[config.mk]
export PLATFORM = sky130hd
export DESIGN_NAME = uart_alu_sequencer
export DESIGN_NICKNAME = d
export VERILOG_FILES = /design/src/rtl/uart_alu_sequencer.sv
export SDC_FILE = /design/constraint.sdc
export NUM_CORES = 1
export LEC_CHECK = 0
export BUFFER_PORTS_ARGS = -buffer_cell sky130_fd_sc_hd__clkbuf_2
export CORE_MARGIN = 10
export CORE_UTILIZATION = 45
export CTS_BUF_LIST = sky130_fd_sc_hd__clkbuf_2 sky130_fd_sc_hd__clkbuf_4 sky130_fd_sc_hd__clkbuf_8
export CTS_CLUSTER_DIAMETER = 80
export CTS_CLUSTER_SIZE = 12
export DETAILED_ROUTE_END_ITERATION = 16
export PLACE_DENSITY = 0.81
export RECOVER_POWER = 100
export SYNTH_ARGS = -nofsm -noshare
export SYNTH_HDL_FRONTEND = slang
export SYNTH_SLANG_ARGS = --single-unit
[constraint.sdc]
create_clock -name clk -period 2.1 [get_ports clk]
set_input_delay 0.21 -clock clk [delete_from_list [all_inputs] [get_ports clk]]
set_output_delay 0.21 -clock clk [all_outputs]
set_load 0.02 [all_outputs]
[src/rtl/uart_alu_sequencer.sv]
// Frame controller: pops A, B and opcode bytes from the RX FIFO, runs them through the
// external ALU and pushes one result (or error) byte per frame into the TX FIFO.
module uart_alu_sequencer #(
  parameter int                  BUS_SIZE = 8,
  parameter int                  TIMEOUT  = 1024,
  parameter int                  CNT_W    = 16,
  parameter logic [BUS_SIZE-1:0] ERR_BYTE = 8'hFF
) (
  input  logic                clk,
  input  logic                reset,
  input  logic [BUS_SIZE-1:0] i_rx_data,
  input  logic                i_rx_empty,
  output logic                o_rx_rd,
  output logic [BUS_SIZE-1:0] o_alu_a,
  output logic [BUS_SIZE-1:0] o_alu_b,
  output logic [BUS_SIZE-3:0] o_alu_op,
  input  logic [BUS_SIZE-1:0] i_alu_result,
  input  logic                i_tx_full,
  output logic                o_tx_wr,
  output logic [BUS_SIZE-1:0] o_tx_data,
  output logic                o_busy,
  output logic                o_op_err,
  output logic                o_timeout,
  output logic [7:0]          o_frame_cnt
);

  localparam int               OP_W         = BUS_SIZE - 2;
  localparam logic [CNT_W-1:0] TIMEOUT_LAST = CNT_W'(TIMEOUT - 1);

  typedef enum logic [2:0] {GET_A, GET_B, GET_OP, EXEC, SEND} state_t;

  state_t              state_reg, state_next;
  logic [BUS_SIZE-1:0] a_reg, a_next, b_reg, b_next, result_reg, result_next;
  logic [OP_W-1:0]     op_reg, op_next;
  logic                illegal_reg, illegal_next;
  logic [CNT_W-1:0]    cnt_reg, cnt_next;
  logic [7:0]          frame_reg, frame_next;
  logic                op_err_reg, op_err_next, timeout_reg, timeout_next;
  logic                rx_rd, tx_wr;

  // Both opcode-field bits must be clear and the low bits must name a supported operation.
  function automatic logic op_legal(input logic [BUS_SIZE-1:0] raw);
    logic ok;
    case (raw[OP_W-1:0])
      OP_W'(6'h20), OP_W'(6'h22), OP_W'(6'h24), OP_W'(6'h25),
      OP_W'(6'h26), OP_W'(6'h27), OP_W'(6'h03), OP_W'(6'h02): ok = 1'b1;
      default:                                                ok = 1'b0;
    endcase
    return ok && (raw[BUS_SIZE-1:BUS_SIZE-2] == 2'b00);
  endfunction

  always_ff @(posedge clk or negedge reset) begin
    if (!reset) begin
      state_reg   <= GET_A;
      a_reg       <= '0;
      b_reg       <= '0;
      op_reg      <= '0;
      illegal_reg <= 1'b0;
      result_reg  <= '0;
      cnt_reg     <= '0;
      frame_reg   <= '0;
      op_err_reg  <= 1'b0;
      timeout_reg <= 1'b0;
    end else begin
      state_reg   <= state_next;
      a_reg       <= a_next;
      b_reg       <= b_next;
      op_reg      <= op_next;
      illegal_reg <= illegal_next;
      result_reg  <= result_next;
      cnt_reg     <= cnt_next;
      frame_reg   <= frame_next;
      op_err_reg  <= op_err_next;
      timeout_reg <= timeout_next;
    end
  end

  always_comb begin
    state_next   = state_reg;
    a_next       = a_reg;
    b_next       = b_reg;
    op_next      = op_reg;
    illegal_next = illegal_reg;
    result_next  = result_reg;
    cnt_next     = cnt_reg;
    frame_next   = frame_reg;
    op_err_next  = 1'b0;
    timeout_next = 1'b0;
    rx_rd        = 1'b0;
    tx_wr        = 1'b0;
    case (state_reg)
      GET_A: begin
        cnt_next = '0;
        rx_rd    = ~i_rx_empty;
        if (rx_rd) begin
          a_next     = i_rx_data;
          state_next = GET_B;
        end
      end
      GET_B, GET_OP: begin
        rx_rd = ~i_rx_empty;
        if (rx_rd) begin
          cnt_next = '0;
          if (state_reg == GET_B) begin
            b_next     = i_rx_data;
            state_next = GET_OP;
          end else begin
            op_next      = i_rx_data[OP_W-1:0];
            illegal_next = ~op_legal(i_rx_data);
            state_next   = EXEC;
          end
        end else if (TIMEOUT > 0) begin
          // Abort the partial frame; A/B keep their last values.
          if (cnt_reg == TIMEOUT_LAST) begin
            cnt_next     = '0;
            timeout_next = 1'b1;
            state_next   = GET_A;
          end else begin
            cnt_next = cnt_reg + 1'b1;
          end
        end
      end
      EXEC: begin
        result_next = illegal_reg ? ERR_BYTE : i_alu_result;
        op_err_next = illegal_reg;
        state_next  = SEND;
      end
      SEND: begin
        tx_wr = ~i_tx_full;
        if (tx_wr) begin
          frame_next = frame_reg + 8'd1;
          state_next = GET_A;
        end
      end
      default: state_next = GET_A;
    endcase
  end

  // Strobes are gated with reset so nothing is popped or pushed while reset is held.
  assign o_rx_rd     = rx_rd & reset;
  assign o_tx_wr     = tx_wr & reset;
  assign o_alu_a     = a_reg;
  assign o_alu_b     = b_reg;
  assign o_alu_op    = op_reg;
  assign o_tx_data   = result_reg;
  assign o_busy      = (state_reg != GET_A);
  assign o_op_err    = op_err_reg;
  assign o_timeout   = timeout_reg;
  assign o_frame_cnt = frame_reg;

endmodule

==> results.cfg <==
[run_status]
outcome = completed

[detailed_routing]
firstDrtPassIters = 4
drt_iter0_markers = 111
wire_per_inst_um = 15.48
antenna_left = 0
drc = 0
wirelength_um = 6022
via_per_inst = 5.254
vias = 2044

[worst_setup_path]
reg2reg_from = cnt_reg[10]
reg2reg_to = cnt_reg[5]
r2r.worst_path.cells = 5
worstPathRequired_ps = 2320
worst-path-buf-inv = 0
arrival_ps = 2180
crit_slowest_cell = or4_4
r2r_slack_ps = 140
slowest_delay_ps = 570
cp_cell_sequence = or4_4 -> nor3_4 -> a21o_1 -> o21ai_0 -> a22o_1
cp_top_family = simple AND/OR/NAND/NOR gates
endpoint = cnt_reg[5]
endpoint_kind = flop
worstPathMaxFanout = 8
startpoint = cnt_reg[10]
path_depth = 5
cp-start-kind = flop
crit_type = flop to flop

[timing]
slew_violations = 0
fin_crit_sh = 0.9340
setup_viol = 0
hold_ws_ps = 130.0
hold_viol_final = 0
final.min_clock_period_ps = 1961
setup_tns_ps = 0
relSlewSlack = 0.4675
tightest_slew_ps = 798.8
max_freq_ghz = 0.5098
rsz0062_at_grt = no
finClkSkew_ps = 8.280

[global_routing]
grt_first_pass_wirelength_um = 10630
grt.total_usage = 0.1354
grt_pass1_vias = 2168
antenna_found_initial = 0
grt_overflow = 0
grt_max_degree = 33

[worst_hold_path]
hold_class = primary input to flop
min_from = i_rx_data[6]

[floorplan]
ios = 63
dieArea_sq_mm = 0.009512
start_util = 0.4596
core_sq_mm = 0.005886
fp.dieH_um = 97.53
die_w_um = 97.53
rows = 28

[clock_tree]
cts_buffer_depth = 2
holdBufCountCts = 1
post_cts_buffers = 0
insertion_delay_ps = 340
cts_made_buffers = 9
clock-root-buffer = clkbuf_8
clock_sinks = 60
post_cts_resized = 0
cts_tree = done
htree_levels = 3
cts.reportedPaths.clkPinSlew_ps = 70

[logic_synthesis]
postSynthAreaPerCell_sq_um = 11.51
yosysWarnings = 0
synth.distinct_cells = 46
synth_nets = 257
netlist_area_sq_mm = 0.002705
synth_edf_count = 0
yosys_most_used_dff = dfrtp_1
yosys_register_bits = 60
ys_seq_area_frac = 0.5550
syn_inst = 235
synth_async_sr_flop_share = 1.000

[pwr]
finalPower_w = 0.004881
powerDensity_mw_per_mm2 = 1476
vdd_drop_max_mv = 0.9935
power.leakage_nw = 1.455

[job]
maxCapViolations = 0

[placed_design]
hpwl_um = 4420
dpl.cell_count = 372
gp_congestion = 0.8422
port_buffers = 62

[cells_and_area]
nets = 331
layout_common_cells = 60 x dfrtp_1, 47 x clkbuf_1, 25 x nand2_1
mostFrequentLayoutCell = dfrtp_1
final_cells = 389
drive_above_1_share = 0.2357
nFillCells = 538
syn2layout_area_growth_pct = 22.20
n_antenna_cell = 0
largest_reg_flops = 16
==> layer usage <==
metal | vias to the layer above | routed length (um) | GRT usage
met2 | 57 | 2777 | 0.2054
met1 | 986 | 2665 | 0.1556
met4 | 0 | 112 | 0.07271
li1 | 991 | - | -
met3 | 10 | 467 | 0.06188
met5 | - | 0 | 0
==> final cells by class <==
type                       count  area, sq um  area share
clock buffer                  12        152.6     0.04618
clock inverter                 4        120.1     0.03634
inverter                       4        15.01    0.004542
multi-input combinational    163         1116      0.3376
sequential                    60         1501      0.4542
tap                           75        93.84     0.02839
timing repair buffer          71        306.5     0.09273
==> logic make-up after synthesis <==
logic type / after synthesis / synth area share
AND/OR/NAND/NOR: 87 / 0.1832
adder cells (fa/ha/maj): 2 / 0.009249
flip-flops: 60 / 0.5550
buffers and inverters: 12 / 0.02729
XOR/XNOR: 10 / 0.03516
multiplexers: 25 / 0.1036
AO/OA/AOI/OAI: 39 / 0.08650
==> where the power goes <==
group	internal [W]	total [W]	switching (W)	leakage, nW
clock network	0.000968	0.00140	0.000433	0.138
logic	0.000595	0.00170	0.00110	0.556
registers	0.00153	0.00178	0.000252	0.761
==> synth_stat cells, types with 2 or more instances <==
master	n	area share
clkbuf_1	2	0.0028
buf_1	2	0.0028
nand2b_1	5	0.012
nor2_1	15	0.021
o21ai_0	18	0.033
inv_1	4	0.0055
nor3_1	2	0.0037
nor3_4	2	0.012
nor4b_2	2	0.011
nand2_1	25	0.035
a21oi_1	8	0.015
xnor2_1	6	0.019
and3_1	3	0.0069
nand3_1	15	0.028
a31oi_1	3	0.0069
dfrtp_1	60	0.56
nand4_1	3	0.0069
xor2_1	3	0.0097
or3_1	4	0.0092
buf_6	2	0.0083
mux2_2	24	0.10
ha_1	2	0.0092
a22o_2	2	0.0074
==> worst min-delay path by stage <==
stage | to | slack, ps | depth (start not counted)
finish | o_alu_b[6] | 130 | 2
global route | o_alu_a[7] | 120 | 2
CTS | o_alu_b[6] | 110 | 2
detailed placement | o_tx_data[6] | 160 | 1
global placement | o_tx_data[6] | 160 | 1
floorplan | cnt_reg[0] | -90 | 0
==> stage by stage <==
stage | worst slack (ps) | area [sq um] | utilization
2_1_floorplan | 401.0 | 2705 | -
3_3_place_gp | 259.3 | 3110 | 0.5285
3_5_place_dp | 183.9 | 3110 | 0.5285
4_1_cts | 158.9 | 3393 | 0.5765
6_report | 138.5 | 3306 | 0.5617
5_1_grt | 26.03 | 3306 | 0.5617
Note: power is estimated with default switching activity, not from simulation.
